===== config.mk =====
export PLATFORM = sky130hd
export DESIGN_NAME = adc_spi_responder
export DESIGN_NICKNAME = d
export VERILOG_FILES = /design/src/rtl/adc_spi_pkg.sv /design/src/rtl/spi_edge_sync.sv /design/src/rtl/adc_spi_responder.sv
export SDC_FILE = /design/constraint.sdc
export NUM_CORES = 1
export LEC_CHECK = 0
export CORE_MARGIN = 5
export CORE_UTILIZATION = 30
export DETAILED_ROUTE_END_ITERATION = 10
export PLACE_DENSITY = 0.56
export SETUP_SLACK_MARGIN = 0.2
export SLEW_MARGIN = 20
export SYNTH_ARGS = -nofsm -noshare
export SYNTH_HDL_FRONTEND = slang
export SYNTH_SLANG_ARGS = --single-unit
export TNS_END_PERCENT = 30

===== constraint.sdc =====
create_clock -name clk -period 6.5 [get_ports clk]
set_clock_uncertainty 0.05 [all_clocks]
set_input_delay 1.3 -clock clk [delete_from_list [all_inputs] [get_ports clk]]
set_output_delay 1.3 -clock clk [all_outputs]
set_load 0.03 [all_outputs]

===== src/rtl/adc_spi_pkg.sv =====
// Shared constants and FSM state encodings for the ADC/preamp SPI responder.
package adc_spi_pkg;

  localparam int DATA_W    = 14;
  localparam int FRAME_LEN = 34;
  localparam int GAIN_W    = 8;

  // Frame field boundaries, in rising-edge numbers: a field covers (START, END].
  localparam int FIELD_A_START = 2;
  localparam int FIELD_A_END   = 16;
  localparam int FIELD_B_START = 18;
  localparam int FIELD_B_END   = 32;

  localparam int EDGE_CNT_W = 6;
  localparam int AMP_CNT_W  = 4;

  typedef enum logic [1:0] {
    AMP_IDLE  = 2'd0,
    AMP_SHIFT = 2'd1,
    AMP_LATCH = 2'd2
  } amp_state_t;

  typedef enum logic [1:0] {
    ADC_IDLE  = 2'd0,
    ADC_FRAME = 2'd1,
    ADC_DONE  = 2'd2
  } adc_state_t;

endpackage


===== src/rtl/spi_edge_sync.sv =====
// Two-flop synchronizer for one asynchronous pin, with rise/fall pulses
// derived from the synchronized level.
module spi_edge_sync (
  input  logic clk,
  input  logic rst,
  input  logic din,
  output logic level,
  output logic rise,
  output logic fall
);

  logic meta;
  logic sync;
  logic prev;

  // Metastability chain plus one history flop for edge detection.
  always_ff @(posedge clk or posedge rst) begin
    if (rst) begin
      meta <= 1'b0;
      sync <= 1'b0;
      prev <= 1'b0;
    end else begin
      meta <= din;
      sync <= meta;
      prev <= sync;
    end
  end

  assign level = sync;
  assign rise  = sync & ~prev;
  assign fall  = ~sync & prev;

endmodule


===== src/rtl/adc_spi_responder.sv =====
// Emulates a dual-channel serial ADC plus an SPI-programmed preamp: shifts in
// gain commands while amp_cs is low and serves sample frames after adc_conv.
module adc_spi_responder
  import adc_spi_pkg::*;
#(
  parameter int DATA_W    = adc_spi_pkg::DATA_W,
  parameter int FRAME_LEN = adc_spi_pkg::FRAME_LEN,
  parameter int GAIN_W    = adc_spi_pkg::GAIN_W
) (
  input  logic                  clk,
  input  logic                  enable,
  input  logic                  spi_sck,
  input  logic                  spi_mosi,
  input  logic                  amp_cs,
  input  logic                  amp_shdn,
  input  logic                  adc_conv,
  input  logic [DATA_W-1:0]     sample_a,
  input  logic [DATA_W-1:0]     sample_b,
  output logic                  spi_miso,
  output logic                  spi_miso_oe,
  output logic [GAIN_W/2-1:0]   gain_a,
  output logic [GAIN_W/2-1:0]   gain_b,
  output logic                  gain_valid,
  output logic                  frame_done,
  output logic                  busy,
  output logic                  protocol_err,
  output logic [15:0]           conv_count
);

  localparam int IDX_W = $clog2(DATA_W);

  logic sck_rise, sck_fall, sck_level_unused;
  logic mosi_level, mosi_rise_unused, mosi_fall_unused;
  logic cs_rise, cs_fall, cs_level_unused;
  logic conv_rise, conv_level_unused, conv_fall_unused;

  spi_edge_sync u_sync_sck  (.clk(clk), .rst(enable), .din(spi_sck),
                             .level(sck_level_unused), .rise(sck_rise), .fall(sck_fall));
  spi_edge_sync u_sync_mosi (.clk(clk), .rst(enable), .din(spi_mosi),
                             .level(mosi_level), .rise(mosi_rise_unused), .fall(mosi_fall_unused));
  spi_edge_sync u_sync_cs   (.clk(clk), .rst(enable), .din(amp_cs),
                             .level(cs_level_unused), .rise(cs_rise), .fall(cs_fall));
  spi_edge_sync u_sync_conv (.clk(clk), .rst(enable), .din(adc_conv),
                             .level(conv_level_unused), .rise(conv_rise), .fall(conv_fall_unused));

  amp_state_t             amp_state, amp_next;
  logic [GAIN_W-1:0]      amp_shift;
  logic [AMP_CNT_W-1:0]   amp_cnt;
  logic                   amp_clr, amp_shift_en, latch_ok, latch_bad;

  adc_state_t             adc_state, adc_next;
  logic [EDGE_CNT_W-1:0]  edge_k, nxt_k, a_off, b_off;
  logic [DATA_W-1:0]      cap_a, cap_b;
  logic                   capture, k_inc, drive_upd, count_inc;
  logic                   bit_oe, bit_val;

  // Preamp state register.
  always_ff @(posedge clk or posedge enable) begin
    if (enable) amp_state <= AMP_IDLE;
    else        amp_state <= amp_next;
  end

  // Preamp sequencing; shutdown parks the FSM and suppresses every outcome.
  always_comb begin
    amp_next     = amp_state;
    amp_clr      = 1'b0;
    amp_shift_en = 1'b0;
    latch_ok     = 1'b0;
    latch_bad    = 1'b0;
    if (amp_shdn) begin
      amp_next = AMP_IDLE;
    end else begin
      case (amp_state)
        AMP_IDLE: begin
          if (cs_fall) begin
            amp_next = AMP_SHIFT;
            amp_clr  = 1'b1;
          end
        end
        AMP_SHIFT: begin
          if (cs_rise)       amp_next     = AMP_LATCH;
          else if (sck_rise) amp_shift_en = 1'b1;
        end
        AMP_LATCH: begin
          amp_next = AMP_IDLE;
          if (amp_cnt == AMP_CNT_W'(GAIN_W)) latch_ok  = 1'b1;
          else                               latch_bad = 1'b1;
        end
        default: amp_next = AMP_IDLE;
      endcase
    end
  end

  // Command shift register, saturating bit counter, gain latches and pulses.
  always_ff @(posedge clk or posedge enable) begin
    if (enable) begin
      amp_shift    <= '0;
      amp_cnt      <= '0;
      gain_a       <= '0;
      gain_b       <= '0;
      gain_valid   <= 1'b0;
      protocol_err <= 1'b0;
    end else begin
      gain_valid   <= latch_ok;
      protocol_err <= latch_bad;
      if (amp_shdn) begin
        gain_a <= '0;
        gain_b <= '0;
      end else if (latch_ok) begin
        gain_b <= amp_shift[GAIN_W-1:GAIN_W/2];
        gain_a <= amp_shift[GAIN_W/2-1:0];
      end
      if (amp_clr) begin
        amp_shift <= '0;
        amp_cnt   <= '0;
      end else if (amp_shift_en) begin
        amp_shift <= {amp_shift[GAIN_W-2:0], mosi_level};
        if (amp_cnt != '1) amp_cnt <= amp_cnt + AMP_CNT_W'(1);
      end
    end
  end

  // ADC state register.
  always_ff @(posedge clk or posedge enable) begin
    if (enable) adc_state <= ADC_IDLE;
    else        adc_state <= adc_next;
  end

  // ADC framing; a conversion edge always wins over a coincident sck edge.
  always_comb begin
    adc_next  = adc_state;
    capture   = 1'b0;
    k_inc     = 1'b0;
    drive_upd = 1'b0;
    count_inc = 1'b0;
    if (conv_rise) begin
      adc_next = ADC_FRAME;
      capture  = 1'b1;
    end else begin
      case (adc_state)
        ADC_IDLE: adc_next = ADC_IDLE;
        ADC_FRAME: begin
          if (sck_rise) begin
            k_inc = 1'b1;
            if (edge_k == EDGE_CNT_W'(FRAME_LEN - 1)) begin
              adc_next  = ADC_DONE;
              count_inc = 1'b1;
            end
          end else if (sck_fall) begin
            drive_upd = 1'b1;
          end
        end
        ADC_DONE: adc_next = ADC_IDLE;
        default:  adc_next = ADC_IDLE;
      endcase
    end
  end

  assign nxt_k = edge_k + EDGE_CNT_W'(1);

  // Selects the bit the master will sample on the upcoming rising edge.
  always_comb begin
    bit_oe  = 1'b0;
    bit_val = 1'b0;
    a_off   = EDGE_CNT_W'(FIELD_A_END) - nxt_k;
    b_off   = EDGE_CNT_W'(FIELD_B_END) - nxt_k;
    if (nxt_k > EDGE_CNT_W'(FIELD_A_START) && nxt_k <= EDGE_CNT_W'(FIELD_A_END)) begin
      bit_oe  = 1'b1;
      bit_val = cap_a[a_off[IDX_W-1:0]];
    end else if (nxt_k > EDGE_CNT_W'(FIELD_B_START) && nxt_k <= EDGE_CNT_W'(FIELD_B_END)) begin
      bit_oe  = 1'b1;
      bit_val = cap_b[b_off[IDX_W-1:0]];
    end
  end

  // Sample capture, edge counter, output driver and completed-frame count.
  always_ff @(posedge clk or posedge enable) begin
    if (enable) begin
      cap_a       <= '0;
      cap_b       <= '0;
      edge_k      <= '0;
      spi_miso    <= 1'b0;
      spi_miso_oe <= 1'b0;
      conv_count  <= '0;
    end else begin
      if (capture) begin
        cap_a       <= sample_a;
        cap_b       <= sample_b;
        edge_k      <= '0;
        spi_miso    <= 1'b0;
        spi_miso_oe <= 1'b0;
      end else begin
        if (k_inc) edge_k <= nxt_k;
        if (drive_upd) begin
          spi_miso    <= bit_val;
          spi_miso_oe <= bit_oe;
        end else if (adc_state != ADC_FRAME) begin
          spi_miso    <= 1'b0;
          spi_miso_oe <= 1'b0;
        end
      end
      if (count_inc) conv_count <= conv_count + 16'd1;
    end
  end

  assign busy       = (adc_state != ADC_IDLE);
  assign frame_done = (adc_state == ADC_DONE);

endmodule


Word-level counts from Yosys, hierarchy flattened:

Cells that the tools add are included.

* flip-flop bits (word level): 89
* latch bits: 0
* RAM bits: 0
* memory bits (read-only): 0
* input port bits: 35
* output and inout bits: 30
* word-level logic and storage cells: 126
* memories: 0

* $add $sub $neg: 5
* multiply operators: 0
* divide/modulo/power cells: 0
* $lt $le $gt $ge: 6
* eq/ne operators: 12
* shifts and indexed selects: 0
* multiplexer cells: 56
* bitwise gates (word level): 10
* reductions and logical operators: 12

Operators with widths (number)
* 1-bit two-way mux: 35
* 4-bit two-way mux: 7
* 16-bit by 1-bit adder with 16-bit output, second input constant: 1
* 8-bit two-way mux: 2
* 2-bit two-way mux: 7
* 6-bit two-way mux: 2
* 3-bit != test, second input constant: 4
* 4-bit by 5-bit less-than comparator with 1-bit output, second input constant: 2
* 2-bit nonzero test: 5
* 1-bit binary-select mux with 4-bit select: 2
* 1-bit by 4-bit subtractor with 4-bit output, first input constant: 2
* 6-bit by 1-bit adder with 6-bit output, second input constant: 1
* 6-bit == test, second input constant: 1
* 6-bit by 2-bit > comparator with 1-bit output, second input constant: 1
* 6-bit by 5-bit > comparator with 1-bit output, second input constant: 1
* 6-bit by 5-bit less-or-equal comparator with 1-bit output, second input constant: 1
* 6-bit less-or-equal comparator, second input constant: 1
* 2-bit AND reduction: 3
* 1-bit AND: 5
* 1-bit inverter: 5
* 4-bit by 1-bit adder with 4-bit output, second input constant: 1
* 2-bit by 1-bit == test with 1-bit output, second input constant: 2
* 2-bit == test, second input constant: 2
* 4-bit == test, second input constant: 1
* other kinds (6): 7

Longest topological paths before layout:

* depth after elaboration: 8
* mapped depth: 10
* mapped depth without buffers: 9

Cells and area by module:

From an unflattened synthesis, not the netlist that was laid out.

* cell total of the unflattened synthesis: 351
* area total of the unflattened synthesis: 4170.2 um2

By module, submodules not included
* adc_spi_responder: instances 1, cells an instance 327, area an instance 3794.9 um2, sequential area each 1951.9 um2
* spi_edge_sync: instances 4, cells an instance 6, area an instance 93.8 um2, sequential area each 75.1 um2

Worst setup path after synthesis:

Ideal clock, no wire load.

* path type: input to register
* start point: input port amp_shdn
* end point: register amp_cnt[3]
* setup time: 0.132 ns
* data arrival time: 2.518 ns
* required time: 6.318 ns
* setup slack: 3.800 ns
* stages: 7
* path buffers: 1
* cell sequence: nor2_1 nand4_1 clkbuf_1 a31oi_1 nand4_1 xor2_1 nor2_1

* word-level cells in the longest chain between the ends: 3
* elaborated cells on any way between the ends: 6

Ends and longest elaborated chain
* start: declaration: line adc_spi_responder.sv:15 `input logic amp_shdn,`
* 1-bit two-way mux: line adc_spi_responder.sv:70 `if (amp_shdn) begin`
* 2-bit nonzero test (no source line)
* 2-bit AND reduction (no source line)
* end signal: assignment: line adc_spi_responder.sv:118 `if (amp_cnt != '1) amp_cnt <= amp_cnt + AMP_CNT_W'(1);`
* end: declaration: line adc_spi_responder.sv:48 `logic [AMP_CNT_W-1:0] amp_cnt;`

Several ways; a longest one is shown, not always the timed one.
A chain may end at the register's enable or synchronous reset.

Final worst setup path:

Same ends and word-level chain as after synthesis.

==> flow_summary.toml <==
[layout]
final_util = 0.390
n_antenna_cell = 0
syn2layout_area_growth_pct = 26.3
nFillCells = 1341
design_area_um2 = 5210
final_common_cell = "nand2_1"
layout-drive-gt1-share = 0.0773
nets = 490
final_cell_count_no_fill = 629
final_cell_mix = "nand2_1 (99), dfrtp_1 (89), clkdlybuf4s50_1 (64)"

[clock_tree]
cts_made_buffers = 9
clock_sinks = 89
cts_hold_buffers = 0
cts_tree = "yes"
cts_post_setup_buffers_inserted = 0
h-tree-depth = 3
cts_resized = 0
cts_root_buffer = "clkbuf_16"
clk_pin_slew_worst_paths_ps = 70
clk_latency_ps = 340
cts_buffer_depth = 2

[routing]
via_count = 2867
drc = 0
avgViaCountPerCell = 4.56
ant_nets = 0
route.detailed.wl_per_inst_um = 13.3
firstDrtPassIters = 4
drt-total-wl_um = 8380
drt_iter0_drc = 118

[power]
ir_drop_uv = 114
p_leak_nw = 2.41
power_density_nw_per_um2 = 267

[placement]
portBuffers = 64
gp_congestion = 0.740
dpl_cell_area_um2 = 4890
dp.cells = 613
dp_hpwl_um = 5920

[critical_path]
end_kind = "register"
critPathKind = "in -> reg"
r2r_end = "spi_miso$_DFFE_PP0P_"
cp_max_fo = 11
worstSetupStartpointType = "input port"
startpoint = "amp_shdn"
rr_worst_depth = 8
cp.arrival_ps = 3730
reg2reg_slack_ps = 3180
required_ps = 6660
r2r-start = "edge_k[0]$_DFFE_PP0P_"

[synth]
ys.flop_type = "dfrtp_1"
synth_xor_area_frac = 0.0594
async_flop_share = 1.00
synthMuxAreaShare = 0.0983
syn_inst = 389
synth_compound_area_frac = 0.0382
ys_warn_count = 0
synth-edff-count = 0
synth_area_per_cell_um2 = 10.6
ys_ff_latch = 89
yosys.area_share.simple = 0.205
synth_nets = 431
synthAdderAreaFrac = 0.0212
ys_types = 49
yosysSeqAreaShare = 0.540
synth_top_family_by_area = "simple AND/OR/NAND/NOR gates"
synth_area_um2 = 4130

[timing]
max_slew_margin = 0.487
fmax_mhz = 280
period_share = 0.550
layout_min_cycle_time_ps = 3570
finalHoldViolations = 0
fin_setup_tns_ps = 0
rsz0062_at_grt = "false"
maxSlewViolCount = 0
finalSetupViolations = 0
worst_slew_pin_slew_ps = 766

[global_routing]
grt_overflow = 0
grt_pass1_vias = 2972
grt_max_degree = 58
antenna_found_initial = 0
grt_pass1_wl_um = 14400
grt_usage = 0.109

[min_path]
hold_depth = 0
min_to = "u_sync_mosi.level$_DFF_PP0_"
min_from = "u_sync_mosi.meta$_DFF_PP0_"
hold_class = "reg -> reg"

[die]
die_x_um = 127
io_pins = 65
initial_core_util = 0.309
die_area_um2 = 16200
rows = 42
fp.coreArea_um2 = 13300
die_h_um = 127

[run]
maxCapViolCount = 0

[run_status]
status = "finished, final reports clean"
==> Yosys cell counts, types with 2 or more instances <==
master	count	area (um2)
nor2_1	40	150
xor2_1	13	114
a31o_2	2	17.5
nand4_1	10	62.6
and3_1	2	12.5
nor2b_1	3	18.8
nand3b_1	2	15.0
nor4_1	2	12.5
dfrtp_1	89	2230
nand2b_1	3	18.8
o21ai_0	3	15.0
mux4_2	3	67.6
a22o_1	2	17.5
clkbuf_8	4	55.1
mux2i_1	26	260
nand2_1	99	372
xnor2_1	15	131
clkbuf_1	11	41.3
nor3_1	6	30.0
inv_1	8	30.0
nand3_1	10	50.1
a31oi_1	2	12.5
mux4_1	2	52.6
ha_1	7	87.6
==> area by class of cell <==
cell class,instances,area [um2],area share
Sequential cell,89,2230,0.428
Tap cell,176,220,0.0423
Clock buffer,12,246,0.0473
Timing Repair Buffer,67,663,0.127
Inverter,8,31.3,0.00601
Clock inverter,4,76.3,0.0147
Multi-Input combinational cell,273,1740,0.335
==> cells by family after synthesis <==
kind of cell,after synthesis
AND/OR/NAND/NOR,188
flip-flops,89
multiplexers,32
XOR/XNOR,28
buffers and inverters,27
AO/OA/AOI/OAI,18
adder cells (fa/ha/maj),7
==> flip-flops by register name, indices dropped and copies added (netlist names), 2 cells and up <==
name and count:
adc_state 2, amp_cnt 4, amp_shift 8, amp_state 2
cap_a 14, cap_b 14, conv_count 16, edge_k 6
gain_a 4, gain_b 4
==> worst max-delay path: stages <==
cell             delay (ps)
clkdlybuf4s50_1         620
nor2_1                  300
nand4_1                 550
a31oi_1                 580
nand4_1                 170
xor2_1                  150
nor2_1                   50
==> layer usage <==
metal,global-route usage,routed length (um)
met5,0,0
met4,0.0492,162
met3,0.0280,266
met2,0.174,4020
met1,0.141,3930
==> how the worst max path moves through the flow <==
stage / to / slack [ps] / depth (start not counted)
floorplan: adc_state[0]$_DFFE_PP0P_ / 2840 / 1
global route: amp_cnt[3]$_DFFE_PP0P_ / 2750 / 7
detailed placement: amp_cnt[3]$_DFFE_PP0P_ / 2580 / 7
CTS: amp_cnt[3]$_DFFE_PP0P_ / 2940 / 7
finish: amp_cnt[3]$_DFFE_PP0P_ / 2930 / 7
global placement: amp_cnt[3]$_DFFE_PP0P_ / 2680 / 7
==> power by group <==
part / switching (mW) / leakage, nW / internal [mW]
clock: 0.209 / 0.153 / 0.348
sequential: 0.0337 / 1.16 / 0.587
combinational: 0.106 / 1.10 / 0.108
total: 0.348 / 2.41 / 1.04
==> metrics by stage <==
stage               setup slack [ps]  total power [mW]  hold WS [ps]
CTS                             2940              1.42           305
floorplan                       2840             0.793           281
global placement                2680             0.842           284
global route                    2750              1.46           313
detailed placement              2580             0.846           290
finish                          2930              1.39           299
(Power assumes the default switching activity.)
